$ cat config.mk
export PLATFORM = sky130hd
export DESIGN_NAME = seven_seg_scanner
export DESIGN_NICKNAME = d
export VERILOG_FILES = /design/src/rtl/seven_seg_scanner_pkg.sv /design/src/rtl/seven_seg_scanner_seven_segments.sv /design/src/rtl/seven_seg_scanner.sv
export SDC_FILE = /design/constraint.sdc
export NUM_CORES = 1
export LEC_CHECK = 0
export ABC_AREA = 1
export CORE_UTILIZATION = 50
export DETAILED_ROUTE_END_ITERATION = 7
export GPL_TIMING_DRIVEN = 1
export PLACE_DENSITY = 0.77
export SYNTH_ARGS = -nofsm -noshare
export SYNTH_HDL_FRONTEND = slang
export SYNTH_SLANG_ARGS = --single-unit
$ cat constraint.sdc
create_clock -name clk -period 1.8 [get_ports clk]
set_clock_uncertainty 0.15 [all_clocks]
set_input_delay 0.36 -clock clk [delete_from_list [all_inputs] [get_ports clk]]
set_output_delay 0.36 -clock clk [all_outputs]
set_load 0.005 [all_outputs]
$ cat src/rtl/seven_seg_scanner_pkg.sv
// Shared definitions for the multiplexed seven-segment scanner: digit width,
// dark segment pattern and the per-cycle scan phase.
package seven_seg_scanner_pkg;

  localparam int         BCD_W   = 4;
  localparam logic [6:0] SEG_OFF = 7'h7F;

  typedef enum logic [1:0] {
    ST_OFF,
    ST_GUARD,
    ST_DRIVE
  } scan_state_e;

endpackage

$ cat src/rtl/seven_seg_scanner_seven_segments.sv
// Combinational BCD to active-low {a,b,c,d,e,f,g} decoder; codes A-F show "0".
module sevenSegments
  import seven_seg_scanner_pkg::*;
(
  input  logic [BCD_W-1:0] bcd,
  output logic [6:0]       dec
);

  always_comb begin
    case (bcd)
      4'd0:    dec = 7'b0000001;
      4'd1:    dec = 7'b1001111;
      4'd2:    dec = 7'b0010010;
      4'd3:    dec = 7'b0000110;
      4'd4:    dec = 7'b1001100;
      4'd5:    dec = 7'b0100100;
      4'd6:    dec = 7'b0100000;
      4'd7:    dec = 7'b0001111;
      4'd8:    dec = 7'b0000000;
      4'd9:    dec = 7'b0000100;
      default: dec = 7'b0000001;
    endcase
  end

endmodule

$ cat src/rtl/seven_seg_scanner.sv
// Time-multiplexed common-anode display driver with frame-aligned value
// updates, per-slot guard time and optional leading-zero blanking.
module seven_seg_scanner
  import seven_seg_scanner_pkg::*;
#(
  parameter int NUM_DIGITS = 4,
  parameter int DIV        = 50000,
  parameter int BLANK_CYC  = 16,
  parameter bit LZB_EN     = 1'b1
) (
  input  logic                        clk,
  input  logic                        rst_n,
  input  logic                        enable,
  input  logic                        load,
  input  logic [BCD_W*NUM_DIGITS-1:0] value,
  output logic                        ready,
  output logic [NUM_DIGITS-1:0]       an_n,
  output logic [6:0]                  seg_n,
  output logic [2:0]                  digit_idx,
  output logic                        frame_tick
);

  localparam int CNT_W = $clog2(DIV);
  localparam int IDX_W = (NUM_DIGITS > 1) ? $clog2(NUM_DIGITS) : 1;

  localparam logic [CNT_W-1:0] CNT_LAST  = CNT_W'(DIV - 1);
  localparam logic [CNT_W-1:0] CNT_DRIVE = CNT_W'(BLANK_CYC);
  localparam logic [IDX_W-1:0] IDX_LAST  = IDX_W'(NUM_DIGITS - 1);

  typedef logic [NUM_DIGITS-1:0][BCD_W-1:0] digits_t;

  digits_t               pend_q, disp_q;
  logic                  pend_valid_q;
  logic                  accept, transfer;
  logic [CNT_W-1:0]      cnt_q, cnt_d;
  logic [IDX_W-1:0]      idx_q, idx_d;
  scan_state_e           state;
  logic [NUM_DIGITS-1:0] blank;
  logic                  upper_nz;
  logic [6:0]            dec_seg;
  logic [NUM_DIGITS-1:0] an_n_d, an_n_q;
  logic [6:0]            seg_n_d, seg_n_q;
  logic [2:0]            idx_out_d, idx_out_q;
  logic                  tick_d, tick_q;

  // Pending can only be refilled once it has drained, so accept and transfer
  // never coincide; the displayed value changes only during a guard phase.
  assign accept   = load && !pend_valid_q;
  assign transfer = pend_valid_q && (tick_q || !enable);

  // NOTE: the value registers are small and must come up blank, so they are
  // reset like any other state rather than left to power-up contents.
  always_ff @(posedge clk or negedge rst_n) begin
    if (!rst_n) begin
      pend_q       <= '0;
      disp_q       <= '0;
      pend_valid_q <= 1'b0;
    end else begin
      // NOTE: sequential state uses <= so every flop samples pre-edge values.
      if (accept) begin
        pend_q       <= value;
        pend_valid_q <= 1'b1;
      end else if (transfer) begin
        disp_q       <= pend_q;
        pend_valid_q <= 1'b0;
      end
    end
  end

  // A digit is blank when it and every digit above it are zero.
  always_comb begin
    blank    = '0;
    upper_nz = 1'b0;
    // NOTE: upper_nz is a running OR, so blocking = is required inside the loop.
    for (int i = NUM_DIGITS - 1; i >= 1; i--) begin
      upper_nz = upper_nz | (disp_q[i] != '0);
      blank[i] = LZB_EN && !upper_nz;
    end
  end

  sevenSegments u_dec (
    .bcd (disp_q[idx_q]),
    .dec (dec_seg)
  );

  always_comb begin
    // NOTE: every output gets a default first so no path infers a latch.
    state     = ST_OFF;
    cnt_d     = '0;
    idx_d     = '0;
    an_n_d    = '1;
    seg_n_d   = SEG_OFF;
    idx_out_d = '0;
    tick_d    = 1'b0;
    if (enable) begin
      state = (cnt_q < CNT_DRIVE) ? ST_GUARD : ST_DRIVE;
    end
    if (state != ST_OFF) begin
      idx_out_d = 3'(idx_q);
      tick_d    = (idx_q == IDX_LAST) && (cnt_q == CNT_LAST);
      if (cnt_q == CNT_LAST) begin
        idx_d = (idx_q == IDX_LAST) ? '0 : idx_q + 1'b1;
      end else begin
        cnt_d = cnt_q + 1'b1;
        idx_d = idx_q;
      end
    end
    if (state == ST_DRIVE && !blank[idx_q]) begin
      an_n_d[idx_q] = 1'b0;
      seg_n_d       = dec_seg;
    end
  end

  always_ff @(posedge clk or negedge rst_n) begin
    if (!rst_n) begin
      cnt_q     <= '0;
      idx_q     <= '0;
      an_n_q    <= '1;
      seg_n_q   <= SEG_OFF;
      idx_out_q <= '0;
      tick_q    <= 1'b0;
    end else begin
      cnt_q     <= cnt_d;
      idx_q     <= idx_d;
      an_n_q    <= an_n_d;
      seg_n_q   <= seg_n_d;
      idx_out_q <= idx_out_d;
      tick_q    <= tick_d;
    end
  end

  assign ready      = !pend_valid_q;
  assign an_n       = an_n_q;
  assign seg_n      = seg_n_q;
  assign digit_idx  = idx_out_q;
  assign frame_tick = tick_q;

endmodule

# Word level (Yosys, flattened, before mapping)
# Memories as Yosys holds them, arrays and structs flattened.
# Index checks and enable logic that the tools add are counted.
word_totals:
  rom_bits: 112
  output_inout_bits: 16
  regBits: 66
  mem_count: 1
op_classes:
  n_reduce_logical: 18
  n_mux: 19
  n_eq_ne: 4
  magnitude_cmp: 3
  bitwise_logic: 4
  add_sub_neg: 2
mem_list:
  columns: ["name", "depth", "width", "read_ports", "rd_ports_with_merged_regs", "wr", "line_no", "rtl"]
  rows:
  - ["(name not given)", 16, 7, 1, 0, 0, "seven_seg_scanner_seven_segments.sv:10", "case (bcd)"]
ops:
  columns: ["operator", "count"]
  rows:
  - ["16-bit 2-to-1 mux", 2]
  - ["16-bit by 1-bit adder with 16-bit output, second input constant", 1]
  - ["16-bit == test, second input constant", 1]
  - ["16-bit by 5-bit less-than comparator with 1-bit output, second input constant", 1]
  - ["2-bit 2-to-1 mux", 6]
  - ["4-bit nonzero test", 3]
  - ["4-bit binary-select mux with 2-bit select", 1]
  - ["4-bit 2-to-1 mux", 2]
  - ["7-bit 2-to-1 mux", 1]
  - ["1-bit zero test", 6]
  - ["1-bit logical AND", 5]
  - ["1-bit 2-to-1 mux", 5]
  - ["2-bit == test, second input constant", 2]
  - ["4-bit NOT", 1]
  - ["2-bit nonzero test", 2]
  - ["2-bit by 3-bit less-than comparator with 1-bit output, second input constant", 1]
  - ["2-bit by 1-bit adder with 2-bit output, second input constant", 1]
  - ["1-bit binary-select mux with 2-bit select", 1]
  - ["1-bit demux with 2-bit select", 1]
  - ["2-bit by 1-bit greater-or-equal comparator with 1-bit output, second input constant", 1]
  - ["2-bit by 1-bit inequality test with 1-bit output, second input constant", 1]
  - ["1-bit OR", 2]
  - ["2-bit AND reduction", 1]
  - ["1-bit logical OR", 1]
  - ["1-bit NOT", 1]

# Logic depth before layout (Yosys ltp)
depth:
  depth_word: 9
  ltp_mapped: 12
  mapped_depth_nobuf: 10

# Cells and area by module
# From an unflattened synthesis, not the netlist that was laid out.
hier_totals:
  cells_unflattened: 372
  area_unflattened_um2: 3110.5
by_module_without_submodules:
  columns: ["mod", "area_each_um2", "cells_each", "n_inst"]
  rows:
  - ["seven_seg_scanner", 2939.1, 340, 1]
  - ["sevenSegments", 171.4, 32, 1]

# Worst setup path before layout
# No wires, ideal clock.
synth_timing:
  path_type: "reg2reg"
  startpoint: "register idx_q[0]"
  endpoint: "register seg_n_q[3] (netlist: seg_n[3])"
  stages_incl_launch_ff: 12
  required_ns: 1.572
  path_slack_ns: 0.094
  synth_period_minus_slack_ns: 1.706
  setup_ns: 0.078
  arrival_time_ns: 1.478
  path_cell_list: "dfrtp_1 -> buf_6 -> inv_4 -> buf_6 -> nand2_1 -> nand3_1 -> nand2_1 -> inv_1 -> ha_1 -> or2_1 -> nand3_1 -> nand2_1"
synth_between:
  elab_chain_len: 5
  elab_cells_between_ends: 8
  classes_between: "mux: 5; reduce/logical: 2; memory: 1"
synth_lines:
  columns: ["element", "line_no", "rtl"]
  rows:
  - ["from (decl)", "seven_seg_scanner.sv:36", "logic [IDX_W-1:0] idx_q, idx_d;"]
  - ["from (signal assigned)", "seven_seg_scanner.sv:124", "idx_q <= idx_d;"]
  - ["branches (longest 4 deep; another with memory read 16 x 7 bit)", null, null]
  - ["7-bit 2-to-1 mux *", "seven_seg_scanner.sv:108", "if (state == ST_DRIVE && !blank[idx_q]) begin"]
  - ["via seg_n_d[3]", "seven_seg_scanner.sv:42", "logic [6:0] seg_n_d, seg_n_q;"]
  - ["to (signal assigned)", "seven_seg_scanner.sv:126", "seg_n_q <= seg_n_d;"]
  - ["to (decl)", "seven_seg_scanner.sv:42", null]
# Mark *: on every way through the listed nets, which the timed path passes. The select of a mux whose other input is x is not followed.
# A chain may end at the register's enable or synchronous reset.

# Final worst setup path
layout_timing:
  startpoint: "register idx_out_q[0] (netlist: digit_idx[0])"
  endpoint: "output port digit_idx[0]"
layout_rtl:
  columns: ["element", "line_no", "rtl"]
  rows:
  - ["from (decl)", "seven_seg_scanner.sv:43", "logic [2:0] idx_out_d, idx_out_q;"]
  - ["from (signal assigned)", "seven_seg_scanner.sv:127", "idx_out_q <= idx_out_d;"]
  - ["to (decl)", "seven_seg_scanner.sv:19", "output logic [2:0] digit_idx,"]
# No word-level cell between the ends.

==> metrics.md <==
| Metric | Value |
|---|---|
| Total grt overflow | `0` |
| Synthesized cell area | `around 3100 µm²` |
| Most common cell in the synthesized netlist | `nand2_1` |
| Synth Warn # | `0` |
| Switch Pwr | `1528 µW` |
| Fin crit period | `1.670 ns` |
| Critical path capture point type | `output port` |
| CTS tree | `yes` |
| Syn Inst Count | `368` |
| CP max stage cell | `clkdlybuf4s50_1` |
| CP Max Fanout | `1` |
| Hold crit path type | `flop to flop` |
| Clock sinks | `65` |
| Stages on the worst setup path | `1` |
| Pwr per Cell Area | `1163 nW/µm²` |
| # rows | `28` |
| Post-synth cell types | `28` |
| Worst-case clock buffer depth | `2` |
| Pwr Total | `4380 µW` |
| Ranking of synthesized cells by area | `dfrtp_1 44%, nand2_1 11%, dfstp_2 9.3%` |
| Status | `finished clean` |
| Yosys reg bits | `between 60 and 70` |
| WL per Instance | `11.23 µm` |
| R2R depth | `10` |
| Post-synth top area cell | `dfrtp_1` |
| Number of global-route vias before repair | `roughly 2300` |
| Hold wc startpoint | `pend_q[1]$_DFFE_PN0P_` |
| Sw Ratio | `a little over a third` |
| Worst EP required | `between 1 and 1.5 ns` |
| Number of placed I/O pins | `36` |
| Die ar. | `around 6500 µm²` |
| Post-synth top cells | `88 x nand2_1, 54 x dfrtp_1, 53 x nor2_1` |
| Final nets | `approximately 450` |
| Hold Worst Slack | `approximately 0.33 ns` |
| Ys async rst share | `100.0%` |
| Area fraction of the dominant cell type after synthesis | `43.60%` |
| Drt initial violations | `roughly 140` |
| Clock-pin transition on the worst setup and hold timing paths | `0.07 ns` |
| Worst path max stage delay | `0.49 ns` |
| Vias/cell | `4.915` |
| Hold Crit Depth | `2` |
| Register area share after synthesis | `between 50% and 60%` |
| DP Wirelength | `about 4 mm` |
| RD Place Congestion | `roughly 0.9` |
| P_leak | `0.001809 µW` |
| Root Buffer | `clkbuf_8` |
| RSZ-0062 raised after global routing | `no` |
| Fillers | `between 500 and 600` |
| Clock latency on the worst-skew pair | `around 0.35 ns` |
| Crit path kind | `flop to output port` |
| DP Cell Count | `478` |
| Power Internal | `2851 µW` |
| Reg power frac | `between 40% and 50%` |
| Largest net degree at the start of global routing | `66` |
| Top Family by Delay on Critical Path | `buffers and inverters` |
| Number of flops mapped to enable cells by yosys | `0` |
| Post-Layout Cell Count | `between 400 and 500` |
| WP buf/inv | `1` |
| Initial core utilization | `52.04%` |
| Peak supply drop | `roughly 670 µV` |
| # DRC | `0` |
| CTS buffer count | `9` |
| Setup TNS Final | `0 ns` |
| Final Setup Violations | `0` |
| First-pass GRT wire length | `slightly below 10 mm` |
| Worst EP arrival | `1.16 ns` |
| Logic pwr share | `27.8%` |
| P&R area growth vs syn | `21.52%` |
| ANT cells | `0` |
| Mean post-synth cell area | `8.422 µm²` |
| Reg2Reg Setup Slack | `about 0.15 ns` |
| Max Clk Rate | `about 0.6 GHz` |
| Clk pwr share | `25.6%` |
| Syn nets | `approximately 400` |
| Htree depth | `3` |
| Port-buffer cells | `34` |
| Period utilisation layout | `between 90% and 100%` |
| Chip Width | `between 80 and 90 µm` |
| Most used flip-flop cell after synthesis | `dfrtp_1` |
| Fin. max-slew vios | `0` |
| Hold Fails Final Rpt | `0` |
| Placeable Area | `a little under 6000 µm²` |
| Routed Antenna Nets | `0` |
| Vias | `2438` |
| Reg2reg start | `idx_q[0]$_DFFE_PN0P_` |
| Antenna violations before repair | `0` |
| Layout cells sized above 1 | `between 10% and 20%` |
| Worst setup path start | `digit_idx[0]$_DFF_PN0_` |
| Die Y | `80.73 µm` |
| Detailed Route WL | `between 5 and 6 mm` |
| 1st-pass router iterations | `4` |
| Max-Cap Viols | `0` |
| Critical path launch point type | `flop` |
| CP Cell Sequence | `clkdlybuf4s50_1` |
| Total global-route track usage | `20.23%` |
==> layout by cell type, fill, tap and decap left out, types with 11 or more instances in the layout <==
cell type	count
nand2_1	86
a21oi_1	14
dfrtp_1	53
o21ai_0	16
nor2_1	53
clkdlybuf4s50_1	20
dfstp_2	11
dlygate4sd2_1	13
inv_1	43
nand3_1	21
==> cell type report <==
cell class	instances	area, µm²	share of cell area (%)
sequential	65	1642	43.59
multi-input combinational	243	1205	31.99
timing repair buffer	46	449.2	11.93
inverter	51	198.9	5.282
clock buffer	9	123.9	3.289
tap	75	93.84	2.492
clock inverter	7	53.80	1.429
==> metrics by stage <==
step                      cell area (µm²)  utilization [%]  worst slack (ns)
after floorplan                      3099                -           0.09358
after global placement               3573            60.00           0.06385
after detailed placement             3573            60.00           0.05695
after CTS                            3752            63.00           0.09897
after global routing                 3766            63.24           0.01368
final                                3766            63.24            0.1302
==> repair_timing <==
item | CTS | global route
hold buffers | 1 | 0
setup buffers | 1 | 0
gates resized for setup | 14 | 5
setup endpoints to repair | 13 | 10
pin swaps | 0 | 1
hold endpoints to repair | 54 | 0
==> power groups by stage <==
stage | logic, µW | registers [µW] | clock network (µW)
6_report | 1220 | 2040 | 1120
5_1_grt | 1420 | 2070 | 1220
4_1_cts | 1220 | 2040 | 1150
3_5_place_dp | 1200 | 2060 | 0
3_3_place_gp | 1170 | 2050 | 0
2_1_floorplan | 897 | 2000 | 0
==> cell families after synthesis <==
group           after synthesis  share of synthesized area (%)
buf+inv                      60                          8.518
flops                        65                          52.93
mux                           3                          1.090
compound gates               40                          6.823
fa+ha+maj                     9                          3.633
xor+xnor                      3                         0.8480
other cells                   1                         0.1210
simple gates                187                          26.04
==> final timing paths <==
check,end
max,digit_idx[0]
min in group asynchronous,disp_q[2]$_DFFE_PN0P_
max reg2reg,seg_n[0]$_DFF_PN1_
min reg2reg,disp_q[1]$_DFFE_PN0P_
max in group asynchronous,seg_n[4]$_DFF_PN1_
min,disp_q[1]$_DFFE_PN0P_
==> flip-flops by register name, indices dropped and copies added (netlist names) <==
signal / flops
an_n: 4
cnt_q: 16
digit_idx: 2
disp_q: 16
frame_tick: 1
idx_q: 2
pend_q: 16
pend_valid_q: 1
seg_n: 7
==> routing by layer <==
layer	track usage, %	wire length, µm	vias to the layer above
met3	5.730	284	11
li1	-	-	1241
met5	0	0	-
met2	30.76	2532	69
met4	10.18	127	0
met1	26.51	2623	1117
Power figures use the tool's default switching activity.
